File: src/rtl/huff_decode_pkg.sv
// Shared constants, state encoding and helpers for the Huffman bitstream decoder.
// Symbols are 4 bits wide. Code words are right-aligned in a MAX_LEN-bit field.
package huff_decode_pkg;

   localparam int NSYM    = 10;
   localparam int MAX_LEN = 9;
   localparam int SYM_W   = 4;
   localparam int LEN_W   = 4;
   localparam int CNT_W   = 16;

   typedef enum logic [1:0] {
      IDLE   = 2'd0,
      DECODE = 2'd1,
      DONE   = 2'd2,
      ERROR  = 2'd3
   } state_t;

   // Mask selecting the low 'len' bits of a right-aligned code word.
   function automatic logic [MAX_LEN-1:0] len_mask(input logic [LEN_W-1:0] len);
      logic [MAX_LEN-1:0] m;
      for (int i = 0; i < MAX_LEN; i++) m[i] = (i < int'(len));
      return m;
   endfunction

endpackage

File: src/rtl/huff_match.sv
// Combinational code-word matcher: compares one candidate against every table entry.
// When several entries match, the lowest index wins.
module huff_match
   import huff_decode_pkg::*;
(
   input  logic [MAX_LEN-1:0]       i_cand,
   input  logic [LEN_W-1:0]         i_len,
   input  logic [NSYM*MAX_LEN-1:0]  i_tbl_code,
   input  logic [NSYM*LEN_W-1:0]    i_tbl_len,
   output logic                     o_hit,
   output logic [SYM_W-1:0]         o_idx
);

   logic [MAX_LEN-1:0] w_mask;

   // Scanning from the top down lets the lowest matching index overwrite the others.
   always_comb begin
      o_hit  = 1'b0;
      o_idx  = '0;
      w_mask = len_mask(i_len);
      for (int i = NSYM - 1; i >= 0; i--) begin
         if ((i_tbl_len[i*LEN_W +: LEN_W] == i_len) &&
             ((i_tbl_code[i*MAX_LEN +: MAX_LEN] & w_mask) == (i_cand & w_mask))) begin
            o_hit = 1'b1;
            o_idx = SYM_W'(i);
         end
      end
   end

endmodule

File: src/rtl/huff_decode.sv
// Huffman bitstream decoder. It takes one MSB-first bit per cycle and emits a symbol on the
// edge that samples the last bit of its code word. It stops after the programmed symbol count.
module huff_decode
   import huff_decode_pkg::*;
(
   input  logic               Clk_in,
   input  logic               nRst,
   input  logic               Start,
   input  logic [CNT_W-1:0]   Num_total,
   input  logic               Tbl_we,
   input  logic [SYM_W-1:0]   Tbl_sym,
   input  logic [MAX_LEN-1:0] Tbl_code,
   input  logic [LEN_W-1:0]   Tbl_len,
   input  logic               Bit_in,
   input  logic               Bit_valid,
   output logic               Bit_ready,
   output logic [SYM_W-1:0]   Sym_out,
   output logic               Sym_valid,
   output logic [CNT_W-1:0]   Sym_cnt,
   output logic               Done,
   output logic               Err
);

   state_t                  r_state, w_state_nxt;
   logic [MAX_LEN-1:0]      r_code [NSYM];
   logic [LEN_W-1:0]        r_tlen [NSYM];
   logic [NSYM*MAX_LEN-1:0] w_tbl_code;
   logic [NSYM*LEN_W-1:0]   w_tbl_len;
   logic [MAX_LEN-2:0]      r_acc;
   logic [LEN_W-1:0]        r_len, w_len_cand;
   logic [MAX_LEN-1:0]      w_cand;
   logic [CNT_W-1:0]        r_cnt, r_total, w_cnt_inc;
   logic [SYM_W-1:0]        r_sym, w_idx;
   logic                    r_sym_vld, w_hit, w_take, w_last_bit;

   assign w_take     = (r_state == DECODE) && Bit_valid;
   assign w_cand     = {r_acc, Bit_in};
   assign w_len_cand = r_len + LEN_W'(1);
   assign w_last_bit = (w_len_cand == LEN_W'(MAX_LEN));
   assign w_cnt_inc  = (r_cnt == '1) ? r_cnt : r_cnt + CNT_W'(1);

   always_comb begin
      w_tbl_code = '0;
      w_tbl_len  = '0;
      for (int i = 0; i < NSYM; i++) begin
         w_tbl_code[i*MAX_LEN +: MAX_LEN] = r_code[i];
         w_tbl_len[i*LEN_W +: LEN_W]      = r_tlen[i];
      end
   end

   huff_match u_match (
      .i_cand     (w_cand),
      .i_len      (w_len_cand),
      .i_tbl_code (w_tbl_code),
      .i_tbl_len  (w_tbl_len),
      .o_hit      (w_hit),
      .o_idx      (w_idx)
   );

   always_ff @(posedge Clk_in or negedge nRst) begin
      if (!nRst) r_state <= IDLE;
      else       r_state <= w_state_nxt;
   end

   // Start overrides everything. A zero count skips DECODE entirely.
   always_comb begin
      w_state_nxt = r_state;
      Bit_ready   = (r_state == DECODE);
      Done        = (r_state == DONE);
      Err         = (r_state == ERROR);
      if (Start) begin
         w_state_nxt = (Num_total == '0) ? DONE : DECODE;
      end else if (w_take) begin
         if (w_hit) begin
            if (w_cnt_inc == r_total) w_state_nxt = DONE;
         end else if (w_last_bit) begin
            w_state_nxt = ERROR;
         end
      end
   end

   always_ff @(posedge Clk_in or negedge nRst) begin
      if (!nRst) begin
         r_acc     <= '0;
         r_len     <= '0;
         r_cnt     <= '0;
         r_total   <= '0;
         r_sym     <= '0;
         r_sym_vld <= 1'b0;
      end else begin
         r_sym_vld <= 1'b0;
         if (Start) begin
            r_acc   <= '0;
            r_len   <= '0;
            r_cnt   <= '0;
            r_total <= Num_total;
         end else if (w_take) begin
            if (w_hit) begin
               r_sym     <= w_idx;
               r_sym_vld <= 1'b1;
               r_cnt     <= w_cnt_inc;
               r_acc     <= '0;
               r_len     <= '0;
            end else if (w_last_bit) begin
               r_acc <= '0;
               r_len <= '0;
            end else begin
               r_acc <= w_cand[MAX_LEN-2:0];
               r_len <= w_len_cand;
            end
         end
      end
   end

   // The table is frozen while a stream is being decoded.
   always_ff @(posedge Clk_in or negedge nRst) begin
      if (!nRst) begin
         for (int i = 0; i < NSYM; i++) begin
            r_code[i] <= '0;
            r_tlen[i] <= '0;
         end
      end else if (Tbl_we && (r_state != DECODE)) begin
         for (int i = 0; i < NSYM; i++) begin
            if (Tbl_sym == SYM_W'(i)) begin
               r_code[i] <= Tbl_code;
               r_tlen[i] <= Tbl_len;
            end
         end
      end
   end

   assign Sym_out   = r_sym;
   assign Sym_valid = r_sym_vld;
   assign Sym_cnt   = r_cnt;

endmodule
File: config.mk
export PLATFORM = sky130hd
export DESIGN_NAME = huff_decode
export DESIGN_NICKNAME = d
export VERILOG_FILES = /design/src/rtl/huff_decode_pkg.sv /design/src/rtl/huff_match.sv /design/src/rtl/huff_decode.sv
export SDC_FILE = /design/constraint.sdc
export NUM_CORES = 1
export LEC_CHECK = 0
export CORE_ASPECT_RATIO = 2
export CORE_UTILIZATION = 30
export DETAILED_ROUTE_END_ITERATION = 8
export DONT_BUFFER_PORTS = 1
export PLACE_DENSITY = 0.46
export REMOVE_ABC_BUFFERS = 1
export SLEW_MARGIN = 15
export SYNTH_ARGS = -nofsm -noshare
export SYNTH_HDL_FRONTEND = slang
export SYNTH_SLANG_ARGS = --single-unit
export TNS_END_PERCENT = 1
File: constraint.sdc
create_clock -name Clk_in -period 11.8 [get_ports Clk_in]
set_input_delay 1.77 -clock Clk_in [delete_from_list [all_inputs] [get_ports Clk_in]]
set_output_delay 1.77 -clock Clk_in [all_outputs]
set_load 0.02 [all_outputs]
* Yosys cells after proc, flatten, opt, wreduce, memory -nomap -nowiden *
Cells that the tools add are included.
W data, S select, Z words.

word-level totals
  memory bits (read-only) = 0
  memories kept = 0
  bits in latches = 0
  flip-flop bits (word level) = 181
  bits of input ports = 39
  bits in writable memories = 0
  word-level logic and storage cells = 158

cells by class
  equal/unequal tests = 37
  mux-type cells = 41
  reduce and logical (&&, ||, !) cells = 30
  add/subtract/negate cells = 2
  bitwise operators = 12
  div/mod/pow operators = 0
  $lt $le $gt $ge = 9
  shift operators = 0
  multipliers = 0

operators by type and width
  cell                     count
  $and A9 B9 Y9            11
  $eq A9 B9 Y1             10
  $mux W16                 4
  $mux W4                  14
  $eq A4 B4 Y1             10
  $mux W8                  4
  $reduce_and A2 Y1        11
  $add A16 B1 Y16 const B  1
  $eq A16 B16 Y1           1
  $eq A16 B16 Y1 const B   1
  $eq A4 B3 Y1 const B     4
  $logic_not A16 Y1        1
  $lt A3 B4 Y1 const A     4
  $mux W1                  13
  $eq A4 B4 Y1 const B     3
  $logic_and A1 B1 Y1      12
  $mux W2                  6
  $eq A4 B2 Y1 const B     2
  $lt A1 B4 Y1 const A     2
  $lt A2 B4 Y1 const A     2
  $reduce_and A3 Y1        2
  $add A4 B1 Y4 const B    1
  $eq A2 B2 Y1 const B     2
  $eq A4 B1 Y1 const B     1
  other kinds (8)          9

* Longest topological paths before layout *
  depth after elaboration = 18
  gate-level depth with buffers = 15

* Modules after synthesis *
Synthesis repeated with hierarchy kept, for this count alone.

second synthesis, totals
  cell total of the unflattened synthesis = 870
  area total of the unflattened synthesis = 9828.2 µm²

modules (own cells, without submodules)
  module       cells each  seq. area each (µm²)  times used  area each (µm²)
  huff_decode  604         4529.3                1           7847.5
  huff_match   266         0.0                   1           1980.6

* Worst setup path before layout *
No wires, ideal clock.

  path kind = in2reg
  from = input port Bit_in
  to = register r_cnt[3] (netlist: Sym_cnt[3])
  required time = 11.672 ns
  cell stages on the path = 10
  path slack = 7.431 ns
  arrival time = 4.241 ns
  cell sequence = clkbuf_1 xor2_1 a2111oi_2 o2111ai_1 nor4_1 and4bb_4 and3_4 buf_6 nor4_1 mux2_1

on the way
  longest elaborated chain between the ends = 15
  elaborated cells between the ends (all ways) = 33
  those cells by class = eq/ne: 10; mux: 10; bitwise: 1; reduce/logical: 12

RTL lines
  item                                     RTL line            source
  start, declared                          huff_decode.sv:14   input logic Bit_in,
  $and A9 B9 Y9 (*)                        huff_match.sv:23    ((i_tbl_code[i*MAX_LEN +: MAX_LEN] & w_mask) == (i_cand & w_mask))) begin
  $eq A9 B9 Y1                             huff_match.sv:23
  $logic_and A1 B1 Y1                      huff_match.sv:22    if ((i_tbl_len[i*LEN_W +: LEN_W] == i_len) &&
  $mux W1 (9 in a row)                     huff_match.sv:22
  $mux W1 (*)                              huff_match.sv:22
  $reduce_bool A2 Y1 (no source line) (*)  --
  $reduce_and A2 Y1 (no source line) (*)   --
  end signal, assigned                     huff_decode.sv:101  r_cnt <= w_cnt_inc;
  end, declared                            huff_decode.sv:32   logic [CNT_W-1:0] r_cnt, r_total, w_cnt_inc;

Every way passes the cells marked *; elsewhere a longest branch is shown, timed or not.
A chain may end at the register's enable or synchronous reset.

* Final worst setup path *
  from = register r_len[0]
  to = register r_len[0]

on the way
  longest elaborated chain between the ends = 18
  elaborated cells between the ends (all ways) = 66
  those cells by class = add/sub: 1; order compare: 9; eq/ne: 21; mux: 14; bitwise: 11; reduce/logical: 10

RTL lines
  item                                        RTL line               source
  start, declared                             huff_decode.sv:30      logic [LEN_W-1:0] r_len, w_len_cand;
  start signal, assigned                      huff_decode.sv:109     r_len <= w_len_cand;
  $add A4 B1 Y4 (*)                           huff_decode.sv:38      assign w_len_cand = r_len + LEN_W'(1);
  $lt A1 B4 Y1, or another cell as far along  huff_decode_pkg.sv:21  for (int i = 0; i < MAX_LEN; i++) m[i] = (i < int'(len));
  $and A9 B9 Y9                               huff_match.sv:23
  $eq A9 B9 Y1                                huff_match.sv:23
  $logic_and A1 B1 Y1                         huff_match.sv:22
  $mux W1 (10 in a row)                       huff_match.sv:22
  $mux W4 (*)                                 huff_decode.sv:98      if (w_hit) begin
  $mux W4 (*)                                 huff_decode.sv:97      end else if (w_take) begin
  $mux W4 (*)                                 huff_decode.sv:92      if (Start) begin

Every way passes the cells marked *; elsewhere a longest branch is shown, timed or not. The select of a mux whose other input is x is not followed.

==> results.cfg <==
[status]
status = finished clean

[critical_path]
critical-path-top-delay-family = simple AND/OR/NAND/NOR gates
crit_fanout = 19
crit_type = flop to flop
critPathLaunchType = flop
r2r_setup_slack_ns = 6.67
end_kind = flop
crit_buf_inv = 0
critPathMaxStageDelay_ns = 1.00
path_cells = ha_1 > nor3_2 > a31oi_4 > nor2_2 > o21ai_0 > nor4_1 > nor2b_1 > nand3_1 > nor4_2 > mux2_2
r2r-end = r_len[0]$_DFFE_PN0P_
crit_arrival_ns = 5.52
slowest_stage = nor4_2
cp.required_ns = 12.19
r2r_start = r_len[0]$_DFFE_PN0P_
r2r.worst_path.cells = 10

[die]
rows = 94
coreArea_sq_mm = 0.0329
start_util_pct = 30.6
die_h_um = 261
io_pins = 63
dieArea_sq_mm = 0.0344
die_w_um = 132

[routing]
drtIter0Drc = 301
viasPerCell = 5.12
firstDrtPassIters = 4
num_vias = 6702
wl_per_cell_um = 24.7
drc = 0
drt_wl_total_um = 32300
ant_nets = 0

[cells_and_area]
antenna_cells = 0
drive_above_1_share_pct = 25.2
final_common_cell = dfrtp_1
final_cell_mix = 181 x dfrtp_1, 152 x mux2_2, 77 x xnor2_1
design_area_sq_mm = 0.0110
final_util_pct = 33.5
n_fill_cell = 3386
area_delta_synth_final_pct = 9.40
fin_nets = 906

[clock_network]
htree_levels = 4
cts-root-buf = clkbuf_16
postCtsSetupBuffers = 0
cts.clk_slew.worst_paths_ns = 0.08
cts_buffer_depth = 2
cts_hold_buf = 0
clkLatencyLatePin_ns = 0.46
tritoncts = yes
cts-buffers-inserted = 17
cts.sinks = 181
cts_resized = 0

[sta]
clock_skew_ns = 0.0106
timing.final.crit_period_ns = 5.13
fin_crit_sh_pct = 43.4
rsz0062_at_grt = false
setup_tns_ns = 0
hold_viol_final = 0
max_freq_ghz = 0.195
finalMaxSlewViolations = 0
worst_pin_slew_ns = 1.12
finalSetupViolCount = 0
relSlewSlack_pct = 24.5

[power_and_ir_drop]
p_per_area_mw_per_mm2 = 170
power_mw = 1.87
ir_drop_uv = 90.6
leakage_nw = 4.62

[placed_design]
placed_cell_area_sq_mm = 0.0104
place_hpwl_um = 23900
globalplace.congestion = 0.905
io_buffers = 0

[hold_path]
min_delay_path_depth = 1
min_from = r_code[48]$_DFFE_PN0P_
hold_end = r_code[48]$_DFFE_PN0P_
holdCritPathClass = flop to flop

[logic_synthesis]
synth_area_sq_mm = 0.0101
yosys_warnings = 0
ys_seq_elements = 181
ys_seq_area_share_pct = 45.0
syn_inst = 894
ys_async_sr_fraction_pct = 100
syn_area_per_cell_sq_um = 11.3
synth_edf_count = 0
synth-main-ff-cell = dfrtp_1
ys_types = 78

[global_route]
grt_max_degree = 182
grt_pass1_vias = 7275
grt_pass1_wl_um = 47600
track_usage_pct = 19.5
grt_overflow = 0
antenna_found_initial = 0

[run]
maxCapViolCount = 0
## metrics by stage
step | cells | setup slack [ns] | hold slack (ns)
6_report | 1308 | 6.67 | 0.528
5_1_grt | 1308 | 6.38 | 0.539
4_1_cts | 1308 | 6.74 | 0.532
3_5_place_dp | 1276 | 6.74 | 0.515
3_3_place_gp | 1276 | 6.75 | 0.510
2_1_floorplan | 834 | 7.59 | 0.500
## worst max-delay path by stage
stage	from	end	slack, ns	cells past startpoint
4_1_cts	r_len[0]$_DFFE_PN0P_	r_len[0]$_DFFE_PN0P_	6.74	10
2_1_floorplan	r_len[0]$_DFFE_PN0P_	r_len[0]$_DFFE_PN0P_	7.59	11
3_3_place_gp	r_len[0]$_DFFE_PN0P_	r_len[0]$_DFFE_PN0P_	6.75	10
3_5_place_dp	r_len[0]$_DFFE_PN0P_	r_len[0]$_DFFE_PN0P_	6.74	10
6_report	r_len[0]$_DFFE_PN0P_	r_len[0]$_DFFE_PN0P_	6.67	10
5_1_grt	r_len[0]$_DFFE_PN0P_	r_len[0]$_DFFE_PN0P_	6.38	11
## state kept, by name, indices dropped and copies added (netlist names)
signal     cells
r_code        90
r_tlen        40
Sym_cnt       16
r_total       16
r_acc          8
Sym_out        4
r_len          4
r_state        2
Sym_valid      1
## power by group
| group | internal (mW) | switching, mW | total, mW |
|---|---|---|---|
| Clock | 0.308 | 0.284 | 0.593 |
| Combinational | 0.207 | 0.226 | 0.434 |
| Sequential | 0.741 | 0.106 | 0.847 |
| Total | 1.26 | 0.616 | 1.87 |
## cell usage after synthesis, drive strengths merged, types with 2 or more instances
cell       n  area [sq um]
o21a       4          30.0
nor2b     14          87.6
a31oi      7          65.1
nand3b     5          41.3
buf       40           206
o21bai     2          15.0
ha         4          50.1
a2111oi    4          42.5
mux2i      9          90.1
o311a      3          30.0
and2       4          25.0
xnor2     79           718
o31ai      3          22.5
clkbuf    20          75.1
or3        3          18.8
mux2     157          1770
o2111ai   14           123
a21o       5          37.5
dfrtp    181          4530
nor2      43           166
nor4b      2          17.5
nand2b     3          18.8
nor4      19           146
o211ai     3          22.5
or4        2          15.0
a22oi      3          22.5
nand4b     3          26.3
inv       10          37.5
a211oi     5          37.5
and3       7          53.8
o21ai     26           130
nand2     56           210
xor2      65           569
a22o      10          87.6
nand3     15          80.1
o221ai     2          17.5
o22ai      2          12.5
o2111a     2          22.5
nand4      9          56.3
nor3      24           141
a21oi     10          57.6
## final cells by class
cell class	count	area, sq um	area share (%)
multi-input combinational	642	5240	47.5
sequential	181	4530	41.1
tap	432	541	4.91
inverter	11	41.3	0.375
clock buffer	19	443	4.02
clock inverter	13	154	1.40
timing repair buffer	10	75.1	0.681
## per-layer routing
| layer | global-route usage (%) | part of all wire [%] | vias up |
|---|---|---|---|
| met5 | 0 | 0 | - |
| met3 | 3.52 | 2.9 | 69 |
| li1 | - | - | 3111 |
| met1 | 16.5 | 32 | 3391 |
| met4 | 14.5 | 7.3 | 0 |
| met2 | 39.7 | 58 | 131 |
## logic make-up (layout without fill, tap and decap cells)
family | after synthesis | after routing | share of synthesized area, %
simple gates | 215 | 215 | 11.6
mux | 166 | 166 | 18.5
flops | 181 | 181 | 45.0
fa+ha+maj | 4 | 4 | 0.497
compound gates | 113 | 113 | 8.51
xor+xnor | 144 | 144 | 12.8
buf+inv | 71 | 53 | 3.20
## worst register-to-register path, delay by kind of cell, from the launching register on
kind	cells	cell delay, ns
compound gates	2	1.19
simple gates	6	2.05
fa+ha+maj	1	0.66
mux	1	0.33
flops	1	0.85
No activity file was read; power rests on OpenSTA's default activity.
